File: config.mk
export PLATFORM = sky130hd
export DESIGN_NAME = usrt_tx
export DESIGN_NICKNAME = d
export VERILOG_FILES = /design/src/rtl/usrt_tx.sv
export SDC_FILE = /design/constraint.sdc
export NUM_CORES = 1
export LEC_CHECK = 0
export ABC_AREA = 1
export ABC_CLOCK_PERIOD_IN_PS = 2180
export CAP_MARGIN = 25
export CORE_AREA = 2 2 60 62
export DETAILED_ROUTE_END_ITERATION = 12
export DIE_AREA = 0 0 62 64
export GPL_TIMING_DRIVEN = 0
export HOLD_SLACK_MARGIN = 0.15
export PLACE_DENSITY = 0.74
export SLEW_MARGIN = 20
export SYNTH_ARGS = -nofsm -noshare
export SYNTH_HDL_FRONTEND = slang
export SYNTH_SLANG_ARGS = --single-unit
File: constraint.sdc
create_clock -name i_Pclk -period 2.18 [get_ports i_Pclk]
set_input_delay 0.327 -clock i_Pclk [delete_from_list [all_inputs] [get_ports i_Pclk]]
set_output_delay 0.327 -clock i_Pclk [all_outputs]
set_load 0.05 [all_outputs]
File: src/rtl/usrt_tx.sv
// usrt_tx: USRT transmitter, holding register + shifter, bit clock on o_Sclk.
// Optional parity bit enabled by defining USRT_TX_PARITY_EN.
module usrt_tx #(
  parameter int CLKS_PER_BIT = 4,
  parameter int DATA_W       = 8,
  parameter bit PARITY_ODD   = 1'b0
) (
  input  logic              i_Pclk,
  input  logic              i_Presetn,
  input  logic              i_Tx_En,
  input  logic [DATA_W-1:0] i_Tx_Data,
  output logic              o_Txd,
  output logic              o_Sclk,
  output logic              o_Busy,
  output logic              o_Done,
  output logic              o_Overrun
);

  localparam int CW = (CLKS_PER_BIT > 1) ? $clog2(CLKS_PER_BIT) : 1;
  localparam int BW = (DATA_W > 1) ? $clog2(DATA_W) : 1;

  localparam logic [CW-1:0] CNT_LAST = CW'(CLKS_PER_BIT - 1);
  localparam logic [CW-1:0] CNT_HALF = CW'(CLKS_PER_BIT / 2);
  localparam logic [BW-1:0] BIT_LAST = BW'(DATA_W - 1);

`ifdef USRT_TX_PARITY_EN
  typedef enum logic [2:0] {
    S_IDLE, S_START, S_DATA, S_PARITY, S_STOP
  } state_t;
`else
  typedef enum logic [2:0] {
    S_IDLE, S_START, S_DATA, S_STOP
  } state_t;
`endif

  state_t            state, state_n;
  logic [CW-1:0]     cnt, cnt_n;
  logic [BW-1:0]     bit_idx, bit_n;
  logic [DATA_W-1:0] shreg, shreg_n;
  logic [DATA_W-1:0] hold, hold_n;
  logic              hold_valid, hold_valid_n;
  logic              txd_q, txd_n;
  logic              busy_q, busy_n;
  logic              ovr_q, ovr_n;
  logic              en_q, en_qq;
  logic [DATA_W-1:0] data_q;
  logic              accept;
  logic              bit_end;
  logic              load;
`ifdef USRT_TX_PARITY_EN
  logic              par, par_n;
`endif

  // Input register: the edge is detected one cycle after sampling.
  always_ff @(posedge i_Pclk or negedge i_Presetn) begin
    if (!i_Presetn) begin
      en_q   <= 1'b0;
      en_qq  <= 1'b0;
      data_q <= '0;
    end else begin
      en_q   <= i_Tx_En;
      en_qq  <= en_q;
      data_q <= i_Tx_Data;
    end
  end

  assign accept  = en_q & ~en_qq;
  assign bit_end = (cnt == CNT_LAST);

  // State and datapath registers.
  always_ff @(posedge i_Pclk or negedge i_Presetn) begin
    if (!i_Presetn) begin
      state      <= S_IDLE;
      cnt        <= '0;
      bit_idx    <= '0;
      shreg      <= '0;
      hold       <= '0;
      hold_valid <= 1'b0;
      txd_q      <= 1'b1;
      busy_q     <= 1'b0;
      ovr_q      <= 1'b0;
`ifdef USRT_TX_PARITY_EN
      par        <= 1'b0;
`endif
    end else begin
      state      <= state_n;
      cnt        <= cnt_n;
      bit_idx    <= bit_n;
      shreg      <= shreg_n;
      hold       <= hold_n;
      hold_valid <= hold_valid_n;
      txd_q      <= txd_n;
      busy_q     <= busy_n;
      ovr_q      <= ovr_n;
`ifdef USRT_TX_PARITY_EN
      par        <= par_n;
`endif
    end
  end

  // Next-state, bit sequencing and holding-register control.
  always_comb begin
    state_n      = state;
    cnt_n        = cnt;
    bit_n        = bit_idx;
    shreg_n      = shreg;
    hold_n       = hold;
    hold_valid_n = hold_valid;
    txd_n        = txd_q;
    ovr_n        = 1'b0;
    load         = 1'b0;
`ifdef USRT_TX_PARITY_EN
    par_n        = par;
`endif

    if (state != S_IDLE) begin
      cnt_n = bit_end ? '0 : cnt + 1'b1;
    end

    unique case (state)
      S_IDLE: load = hold_valid;
      S_START: begin
        if (bit_end) begin
          state_n = S_DATA;
          bit_n   = '0;
          txd_n   = shreg[0];
          shreg_n = shreg >> 1;
`ifdef USRT_TX_PARITY_EN
          par_n   = par ^ shreg[0];
`endif
        end
      end
      S_DATA: begin
        if (bit_end) begin
          if (bit_idx == BIT_LAST) begin
`ifdef USRT_TX_PARITY_EN
            state_n = S_PARITY;
            txd_n   = par;
`else
            state_n = S_STOP;
            txd_n   = 1'b1;
`endif
          end else begin
            bit_n   = bit_idx + 1'b1;
            txd_n   = shreg[0];
            shreg_n = shreg >> 1;
`ifdef USRT_TX_PARITY_EN
            par_n   = par ^ shreg[0];
`endif
          end
        end
      end
`ifdef USRT_TX_PARITY_EN
      S_PARITY: begin
        if (bit_end) begin
          state_n = S_STOP;
          txd_n   = 1'b1;
        end
      end
`endif
      S_STOP: begin
        if (bit_end) begin
          if (hold_valid) load = 1'b1;
          else state_n = S_IDLE;
        end
      end
      default: begin
        state_n = S_IDLE;
        cnt_n   = '0;
        txd_n   = 1'b1;
      end
    endcase

    // Hold moves into the shifter; the line drops for the start bit.
    if (load) begin
      state_n      = S_START;
      cnt_n        = '0;
      shreg_n      = hold;
      hold_valid_n = 1'b0;
      txd_n        = 1'b0;
`ifdef USRT_TX_PARITY_EN
      par_n        = PARITY_ODD;
`endif
    end

    // A new write fits if hold is empty or is emptying this cycle.
    if (accept) begin
      if (!hold_valid || load) begin
        hold_n       = data_q;
        hold_valid_n = 1'b1;
      end else begin
        ovr_n = 1'b1;
      end
    end

    busy_n = (state_n != S_IDLE) | hold_valid_n;
  end

  assign o_Txd     = txd_q;
  assign o_Sclk    = (state == S_IDLE) | (cnt >= CNT_HALF);
  assign o_Busy    = busy_q;
  assign o_Done    = (state == S_STOP) & bit_end;
  assign o_Overrun = ovr_q;

endmodule

# Word level (Yosys, flattened, before mapping)
# Index checks and enable logic that the tools add are counted.
dict set report word_totals {
  n_memories 0
  out_inout_bits 5
  input_bits 11
  word_cells 79
  latch_bits 0
  romBits 0
  reg_bits 38
  mem_bits_rw 0
}
dict set report op_classes {
  magnitude_cmp 1
  reduce_logical 13
  multipliers 0
  shifts 0
  n_eq_ne 13
  muxes 33
  bitwise_logic 5
  div_mod_pow 0
  add_sub_neg 2
}
# operator n
set ops {}
lappend ops {{2-to-1 mux 8 bit} 4}
lappend ops {{2-to-1 mux 3 bit} 9}
lappend ops {{one-hot mux 8 bit (2 select lines)} 1}
lappend ops {{one-hot mux 3 bit (4 select lines)} 1}
lappend ops {{2-to-1 mux 1 bit} 11}
lappend ops {{inequality test 3 bit, second input constant} 3}
lappend ops {{nonzero test 3 bit} 3}
lappend ops {{2-to-1 mux 2 bit} 4}
lappend ops {{AND reduction 4 bit} 2}
lappend ops {{equality test 3 x 2 -> 1 bit, second input constant} 2}
lappend ops {{inequality test 2 bit, second input constant} 3}
lappend ops {{one-hot mux 3 bit (2 select lines)} 1}
lappend ops {{OR reduction 4 bit} 1}
lappend ops {{adder 3 x 1 -> 3 bit, second input constant} 1}
lappend ops {{equality test 3 x 1 -> 1 bit, second input constant} 1}
lappend ops {{equality test 3 bit, second input constant} 1}
lappend ops {{zero test 3 bit} 1}
lappend ops {{inequality test 3 x 1 -> 1 bit, second input constant} 1}
lappend ops {{one-hot mux 1 bit (3 select lines)} 1}
lappend ops {{AND reduction 3 bit} 1}
lappend ops {{adder 2 x 1 -> 2 bit, second input constant} 1}
lappend ops {{AND 1 bit} 2}
lappend ops {{equality test 2 bit, second input constant} 1}
lappend ops {{>= comparator 2 bit, second input constant} 1}
lappend ops {{9 further kinds} 10}

# Logic depth before layout (Yosys ltp)
dict set report depth {
  word_depth 7
  mapped_depth 10
  ltp_nobuf 10
}

# Least setup slack after synthesis
# No wires, ideal clock.
dict set report synth_timing {
  path_type {reg2out}
  start {reg cnt[1]}
  end {out o_Done}
  required_time_ns 1.853
  stages_incl_launch_ff 4
  arrival_time_ns 1.361
  path_slack_ns 0.492
  n_path_buf 0
  path_cell_list {dfrtp_1 > ha_1 > inv_1 > nor2_1}
}
dict set report synth_via {
  elab_chain_cells 2
}
# element line
set synth_lines {}
lappend synth_lines {{start, declared} 37} ;# logic [CW-1:0] cnt, cnt_n;
lappend synth_lines {{start signal, assigned} 87} ;# cnt <= cnt_n;
lappend synth_lines {{equality test 2 bit} 68} ;# assign bit_end = (cnt == CNT_LAST);
lappend synth_lines {{AND 1 bit} 202} ;# assign o_Done = (state == S_STOP) & bit_end;
lappend synth_lines {{end, declared} 15} ;# output logic o_Done,
# No other way between the ends.

# Final worst setup path
dict set report layout_timing {
  start {reg state[1]}
  end {out o_Sclk}
}
dict set report layout_via {
  elab_chain_cells 2
}
# element line
set layout_lines {}
lappend layout_lines {{start, declared} 36} ;# state_t state, state_n;
lappend layout_lines {{start signal, assigned} 86} ;# state <= state_n;
lappend layout_lines {{zero test 3 bit} 200} ;# assign o_Sclk = (state == S_IDLE) | (cnt >= CNT_HALF);
lappend layout_lines {{OR 1 bit} 200}
lappend layout_lines {{end, declared} 13} ;# output logic o_Sclk,
# No other way between the ends.

==> run summary <==
Layout cells sized above 1 -> 14.22%
Placer Congestion -> 0.8520
CP max FO -> 7
RSZ-0062 raised after global routing -> no
Global routing usage on met1 -> 25.13%
Die Wd -> 62 um
Vias in the first global route -> 1270
Cells after Synth -> 193
DR vias/cell -> 4.981
Pwr Density -> 1044 nW/um^2
Sequential cell area fraction in the yosys report -> 55.10%
WP data arrival -> 1.73 ns
First-pass GRT wire length -> 5540 um
Post-CTS setup buffer count -> 0
Num CTS Buffers -> 5
Final Hold Vio Count -> 0
CTS Buffer Depth -> 2
Clk Latency, worst-skew pair -> 0.35 ns
Final wirelength -> 3053 um
P_leak -> 1.088 nW
Finished Core Util -> 63.01%
Mapped cell area -> 1728 sq um
Rows -> 21
Required @ worst endpoint -> 1.85 ns
Root Driver -> clkbuf_4
Fin crit period -> 2.059 ns
Met3 Use GR -> 4.656%
Synth Register Bits -> 38
PortBufs -> 15
Pins Over Slew Limit -> 0
Die Ht -> 64 um
Clk pin slew, worst setup/hold paths -> 0.10 ns
Max-cap violations -> 0
Area growth from synthesis to layout -> 19.77%
Final period util -> 94.47%
Ant diodes -> 0
Highest clock rate -> 485.6 MHz
Tot Pwr -> 2.160 mW
Initial DRC Count -> 53
Area of the core -> 3284 sq um
CTS tree -> built
IO Pins -> 16
Largest net degree at the start of global routing -> 25
Setup violators final -> 0
Hpwl dp -> 2263 um
Normalized max-slew margin -> 61.65%
Synthesized area per cell -> 8.953 sq um
Final #Nets -> 232
Ys Warns -> 0
Initial antenna violation count -> 0
Grt ovf -> 0
CP startpoint kind -> flop
Number of routed nets with antenna violations -> 0
CP Capture Type -> output port
CTS sink count -> 38
Avg WL per Cell -> 11.56 um
CTS H-tree lvls -> 2
Skew final -> 0.01813 ns
Setup_tns -> 0 ns
Commonest non-fill, non-tap cell in the layout -> nand2_1
GRT Max-Usage Layer -> met2
Critical path class -> reg -> out
Most frequent cells in the layout -> 69 x nand2_1, 37 x dfrtp_1, 29 x nand3_1
Vias -> 1315
Cell variety after synth -> 22
Hold Path Class -> reg -> reg
Met2 Use GR -> 28.91%
Worst slew pin tran -> 0.5731 ns
Max rail drop VDD -> 0.7314 mV
Initial Util -> 52.61%
GRT Util Overall -> 18.81%
DRC Markers -> 0
Die area -> 3968 sq um
Net Count, Synth -> 208
Drt pass-1 iters -> 4
Run status -> finished, final reports clean
-- worst paths after layout --
path | start | end | slack (ns) | cells past startpoint
worst max-delay path | state[1]$_DFF_PN0_ | o_Sclk | 0.12 | 4
worst max register to register | cnt[1]$_DFFE_PN0P_ | o_Busy$_DFF_PN0_ | 0.49 | 6
worst min register to register | en_q$_DFF_PN0_ | en_qq$_DFF_PN0_ | 0.39 | 0
max in group asynchronous | i_Presetn | data_q[2]$_DFF_PN0_ | 1.32 | 3
worst min-delay path | en_q$_DFF_PN0_ | en_qq$_DFF_PN0_ | 0.39 | 0
min in group asynchronous | i_Presetn | cnt[0]$_DFFE_PN0P_ | 0.41 | 2
-- stage by stage --
stage	hold WS, ns	cells	area [sq um]	worst slack, ns
after global routing	0.3988	264	2069	0.01670
after detailed placement	0.2709	255	1958	0.1019
final	0.3900	264	2069	0.1205
after global placement	0.3618	254	1936	0.01443
after CTS	0.3910	264	2073	0.006219
after floorplan	0.03141	193	1728	0.4921
-- synth_stat cells --
cell     instances  share of area (%)
nand2_4          4                2.6
nor2_4           2                1.3
dfrtp_1         37                 54
inv_4            1               0.36
o21ai_1          1               0.29
nand3_1         29                8.4
nand4_1          3                1.1
o31ai_1          1               0.43
o21ai_0          5                1.4
nand2_1         69                 15
inv_1           17                3.7
ha_1             4                2.9
nor2_2           2               0.72
nand3_2          2                1.2
nor2_1           6                1.3
conb_1           1               0.22
dfstp_2          1                1.5
buf_8            1               0.87
buf_4            1               0.43
inv_2            1               0.22
nand3_4          1                1.0
nand2_2          4                1.4
-- what timing repair did --
| item | CTS | global route |
|---|---|---|
| resized for setup | 3 | 2 |
| pin swaps | 0 | 0 |
| endpoints found under the hold margin | 13 | 0 |
| hold buffers | 1 | 0 |
| cloned | 0 | 0 |
| setup endpoints to repair | 2 | 2 |
-- cell type report --
cell class	count	area [sq um]
inverter	19	73.82
sequential	38	952.2
buffer	2	22.52
fill	271	1215
multi-input combinational	134	679.4
tap	46	57.56
clock inverter	3	68.82
clock buffer	5	37.54
timing repair buffer	17	177.7
-- metal layers --
metal  part of all wire [%]  vias to the layer above
li1                       -                      663
met1                     43                      600
met2                     49                       45
met3                    5.4                        7
met4                    1.9                        0
met5                      0                        -
-- state kept, by name, summed over array words and instances, names as in the netlist --
name        flops
hold_valid      1
shreg           8
data_q          8
o_Overrun       1
en_qq           1
o_Busy          1
o_Txd           1
cnt             2
state           3
hold            8
en_q            1
bit_idx         3
-- worst max-delay path, stage by stage, from the launching register on --
cell	delay [ns]
dfrtp_1	0.46
nor2_2	0.22
nand2_2	0.14
nand2_1	0.09
clkdlybuf4s15_1	0.49
-- where the power goes --
group          leakage (nW)  switching (mW)  internal [mW]  total, mW
combinational         0.557           0.398          0.220      0.619
sequential            0.475          0.0890          0.857      0.946
clock                0.0554           0.237          0.359      0.596
-- cell families (layout without fill, tap and decap cells) --
| kind of cell | after synthesis | after routing | synth area share [%] |
|---|---|---|---|
| compound gates | 7 | 7 | 2.172 |
| fa+ha+maj | 4 | 4 | 2.897 |
| simple gates | 122 | 122 | 34.03 |
| buf+inv | 21 | 46 | 5.576 |
| other cells | 1 | 1 | 0.2170 |
| flops | 38 | 38 | 55.11 |
Power figures use the tool's default switching activity.
